===== src/rtl/register_dump_reader.sv =====
`default_nettype none
// ============================================================================
// Module      : register_dump_reader
// Description : Walks the register bank through one read port and streams
//               every word MSB byte first on a valid/ready byte interface.
// Revision    : 1.0 - initial release
// ============================================================================
module register_dump_reader #(
    parameter int NB_DATA     = 32,
    parameter int NB_ADDRESS  = 5,
    parameter int N_REGISTERS = 32,
    parameter int NB_BYTE     = 8
) (
    input  logic                  i_clk,
    input  logic                  i_reset,
    input  logic                  i_start,
    input  logic                  i_abort,
    output logic [NB_ADDRESS-1:0] o_rd_addr,
    input  logic [NB_DATA-1:0]    i_rd_data,
    output logic [NB_BYTE-1:0]    o_tx_data,
    output logic                  o_tx_valid,
    input  logic                  i_tx_ready,
    output logic                  o_busy,
    output logic                  o_done
);

    localparam int c_N_BYTES = NB_DATA / NB_BYTE;
    localparam int c_NB_CNT  = (c_N_BYTES > 1) ? $clog2(c_N_BYTES) : 1;
    localparam logic [c_NB_CNT-1:0]   c_LAST_BYTE = c_NB_CNT'(c_N_BYTES - 1);
    localparam logic [NB_ADDRESS-1:0] c_LAST_REG  = NB_ADDRESS'(N_REGISTERS - 1);

    typedef enum logic [1:0] {
        ST_IDLE = 2'd0,
        ST_LOAD = 2'd1,
        ST_SEND = 2'd2,
        ST_DONE = 2'd3
    } state_t;

    state_t                r_state;
    state_t                w_next_state;
    logic [NB_DATA-1:0]    r_shift;
    logic [c_NB_CNT-1:0]   r_byte_cnt;
    logic [NB_ADDRESS-1:0] r_rd_addr;
    logic                  w_xfer;
    logic                  w_last_byte;
    logic                  w_last_reg;

    assign w_xfer      = (r_state == ST_SEND) && i_tx_ready;
    assign w_last_byte = (r_byte_cnt == c_LAST_BYTE);
    assign w_last_reg  = (r_rd_addr == c_LAST_REG);

    always_ff @(posedge i_clk or negedge i_reset) begin
        if (!i_reset) begin
            r_state <= ST_IDLE;
        end else begin
            r_state <= w_next_state;
        end
    end

    always_comb begin
        w_next_state = r_state;
        case (r_state)
            ST_IDLE: if (i_start) w_next_state = ST_LOAD;
            ST_LOAD: w_next_state = ST_SEND;
            ST_SEND: begin
                if (w_xfer && w_last_byte) begin
                    w_next_state = w_last_reg ? ST_DONE : ST_LOAD;
                end
            end
            ST_DONE: w_next_state = ST_IDLE;
            default: w_next_state = ST_IDLE;
        endcase
        // Abort overrides everything, including a start or a transfer in the same cycle.
        if (i_abort) w_next_state = ST_IDLE;
    end

    always_ff @(posedge i_clk or negedge i_reset) begin
        if (!i_reset) begin
            r_shift    <= '0;
            r_byte_cnt <= '0;
            r_rd_addr  <= '0;
        end else if (i_abort) begin
            r_byte_cnt <= '0;
            r_rd_addr  <= '0;
        end else begin
            case (r_state)
                ST_IDLE: if (i_start) r_rd_addr <= '0;
                ST_LOAD: begin
                    r_shift    <= i_rd_data;
                    r_byte_cnt <= '0;
                end
                ST_SEND: begin
                    if (w_xfer) begin
                        if (!w_last_byte) begin
                            r_shift    <= r_shift << NB_BYTE;
                            r_byte_cnt <= r_byte_cnt + c_NB_CNT'(1);
                        end else if (!w_last_reg) begin
                            r_rd_addr <= r_rd_addr + NB_ADDRESS'(1);
                        end
                    end
                end
                ST_DONE: r_rd_addr <= '0;
                default: r_rd_addr <= '0;
            endcase
        end
    end

    // Stream outputs decode straight from registered state, so reset clears them at once.
    assign o_rd_addr  = r_rd_addr;
    assign o_tx_data  = r_shift[NB_DATA-1 -: NB_BYTE];
    assign o_tx_valid = (r_state == ST_SEND);
    assign o_busy     = (r_state != ST_IDLE);
    assign o_done     = (r_state == ST_DONE);

endmodule
`default_nettype wire


===== config.mk =====
export PLATFORM = sky130hd
export DESIGN_NAME = register_dump_reader
export DESIGN_NICKNAME = d
export VERILOG_FILES = /design/src/rtl/register_dump_reader.sv
export SDC_FILE = /design/constraint.sdc
export NUM_CORES = 1
export LEC_CHECK = 0
export ABC_AREA = 1
export CAP_MARGIN = 20
export CORE_AREA = 2 2 78 58
export DETAILED_ROUTE_END_ITERATION = 6
export DIE_AREA = 0 0 80 60
export DONT_BUFFER_PORTS = 1
export PLACE_DENSITY_LB_ADDON = 0.12
export SLEW_MARGIN = 0
export SYNTH_ARGS = -nofsm -noshare
export SYNTH_HDL_FRONTEND = slang
export SYNTH_SLANG_ARGS = --single-unit
export TNS_END_PERCENT = 5

===== constraint.sdc =====
create_clock -name i_clk -period 1.5 [get_ports i_clk]
set_input_delay 0.15 -clock i_clk [delete_from_list [all_inputs] [get_ports i_clk]]
set_output_delay 0.15 -clock i_clk [all_outputs]
set_load 0.005 [all_outputs]

==> run summary <==
Syn_nets - 348
Syn avg cell area - 7.40 µm²
Synth area leaders - dfrtp_1 (46%), nand2_1 (27%), ha_1 (4.5%)
CTS tree - built
First-pass GRT wire length - 7.26 mm
Worst hold path type - in2reg
Gpl congestion - 0.827
Vias in the first global route - 1637
Reg2reg setup slack - -0.08 ns
Starting Density - 0.547
Routed WL - 4.39 mm
Post-synthesis xor/xnor area fraction - 0
Mapped Cells - 303
Fillers - 385
Synth area leader - dfrtp_1
Synth warn - 0
Max frequency - 632 MHz
Row count - 20
RSZ-0062 raised after global routing - true
Power density cells - 1490 nW/µm²
Clock Sinks - 41
Hold Vio Cnt, Final - 0
CP arrival - 1.76 ns
Power, Total - 3.89 mW
Leakage - 1.39 nW
Vias after detailed routing - 1808
Setup slack after layout - -0.0822 ns
Post-synthesis mux area share - 0
Adder-cell area share of the yosys netlist - 0.0446
Final ANT Viol Nets - 0
Util after Layout - 0.634
TritonCTS Buffers - 5
Sequential-to-total area share from yosys stat - 0.457
Critical Path Source - o_rd_addr[0]
Chip width - 80 µm
Wire per inst - 11.8 µm
Outcome - complete, but fails checks
Clock Latency Late Sink - 0.29 ns
Maximum clock insertion buffer count - 2
Max-Cap Viols - 0
Overflow left after global routing - 0
Fin. max-slew vios - 0
Register-to-Register Path Depth - 10
Post-route DRC - 0
Clk pin slew, worst setup/hold paths - 0.07 ns
Max-slew headroom - 0.808
Layout cell share with drive strength beyond 1 - 0.138
# setup viols final - 5
Worst R2R Start - o_rd_addr[0]
Synth Cell Area - 2240 µm²
Area grow syn2layout - 16.0%
Failing checks - negative setup slack
Antenna fix cells - 0
FF+latch count, synth - 41
Overall Global Routing Usage - 0.200
Worst VDD drop - 826 µV
Skew final - 0.00285 ns
R2R Path End - o_rd_addr[0]
Root buffer cell - clkbuf_8
Hold Path Sink - o_rd_addr[4]
Io pins - 53
Drt pass-1 iters - 4
Startpoint Class - flop
Die H - 60 µm
Simple-gate area share of the yosys netlist - 0.336
CORE AREA - 4100 µm²
Nets - 363
IO Port Bufs - 0
Tmin final - 1.58 ns
Pin count of the biggest net entering global routing - 42
Htree depth - 2
Initial antenna violation count - 0
Synth Area in Compound Gates - 0.0647
Drt initial violations - 77
Largest family of logic cells by synthesized area - simple AND/OR/NAND/NOR gates
Crit path capture type - flop
Synth top area share - 0.457
CP max FO - 5
Hpwl dp - 3.04 mm
Ratio of final minimum period to clock period - 1.05
Worst EP required - 1.68 ns
Die ar. - 4800 µm²
Worst-margin pin slew - 0.286 ns
Hold-critical path depth - 3
Post-synthesis cell type count - 21
Post-DR vias/cell - 4.85
Hold path start - i_abort
Crit path kind - reg2reg
==> power by group <==
group / leakage [nW] / internal [mW] / switching (mW) / total [mW]
clock: 0.0540 / 0.483 / 0.356 / 0.839
combinational: 0.813 / 0.511 / 0.802 / 1.31
sequential: 0.521 / 1.53 / 0.207 / 1.73
total: 1.39 / 2.52 / 1.36 / 3.89
==> worst max-delay path, cell delays in order (launching register included) <==
cell,delay (ns)
dfrtp_1,0.39
ha_2,0.20
nand2_2,0.08
nor2_2,0.04
ha_2,0.17
inv_1,0.05
nand2_1,0.04
nand2_1,0.08
nand4_1,0.23
nand2_1,0.15
nand2_1,0.05
==> cells in the final DEF (no fill, tap or decap), types with 2 or more instances in the layout <==
cell type and instances:
nor2_4 2, dlygate4sd3_1 9, nand2_1 159, nor2_1 5
nand3_1 13, o21ai_4 2, ha_4 2, o21ai_1 11
buf_4 15, inv_2 4, ha_2 3, ha_1 3
nand4_1 3, buf_12 2, clkbuf_8 5, inv_1 16
dfrtp_1 40, o21ai_0 12, buf_6 2
==> Yosys cell counts <==
library cell and instances:
nand2_1 160, dfrtp_1 41, inv_1 18, nand3_1 13
o21ai_0 13, buf_4 10, o21ai_1 10, buf_2 8
ha_1 8, nor2_1 6, nand4_1 3, buf_6 2
inv_2 2, nor2_2 2, a21oi_1 1, inv_4 1
nor2_8 1, nor3b_1 1, o21ai_2 1, o21ai_4 1
or2_0 1
==> registers in the layout (all words and copies together) (netlist names) <==
| register | flops |
|---|---|
| r_byte_cnt | 2 |
| r_shift | 32 |
| o_rd_addr | 5 |
| r_state | 2 |
==> metal layers <==
layer,routed length [µm],vias to the layer above,global-route usage,share of wire
met5,0,-,0,0
met4,11,0,0.0508,0.0025
met3,282,2,0.0589,0.064
met2,1970,49,0.330,0.45
met1,2130,802,0.261,0.49
li1,-,955,-,-
==> cell type report <==
type                            count  area (µm²)  area share
Clock buffer                        5        68.8      0.0264
Clock inverter                      2        35.0      0.0135
Inverter                           21        83.8      0.0322
Multi-Input combinational cell    221        1050       0.405
Sequential cell                    41        1030       0.395
Tap cell                           55        68.8      0.0264
Timing Repair Buffer               28         265       0.102
==> through the flow <==
stage	cell area [µm²]	hold slack [ns]	instances	TNS, ns	worst slack [ns]
after floorplan	2240	-0.146	303	0	0.00516
final	2600	0.0156	373	-0.304	-0.0822
after CTS	2560	0.00793	371	-0.0393	-0.0200
after global routing	2600	0.0323	373	-1.19	-0.158
after global placement	2300	-0.145	353	-1.20	-0.0423
after detailed placement	2300	-0.145	353	-2.55	-0.0905
==> what timing repair did <==
item | in CTS | in global routing
hold endpoints to repair | 49 | 0
pin swaps | 2 | 1
setup buffers | 1 | 2
hold buffers | 10 | 0
setup endpoints to repair | 41 | 41
gates resized for setup | 10 | 9
==> worst max path at each step <==
stage | to | slack, ns | cells past startpoint
floorplan | r_shift[4] | 0.005 | 8
global placement | o_rd_addr[3] | -0.04 | 7
detailed placement | r_shift[13] | -0.09 | 8
CTS | o_rd_addr[0] | -0.02 | 10
global route | o_rd_addr[0] | -0.16 | 10
finish | o_rd_addr[0] | -0.08 | 10
==> kinds of logic (layout without fill, tap and decap cells) <==
| family | after synthesis | in the layout |
|---|---|---|
| adder cells (fa/ha/maj) | 8 | 8 |
| AND/OR/NAND/NOR | 187 | 187 |
| flip-flops | 41 | 41 |
| AO/OA/AOI/OAI | 26 | 26 |
| buffers and inverters | 41 | 56 |
Power figures use the tool's default switching activity.
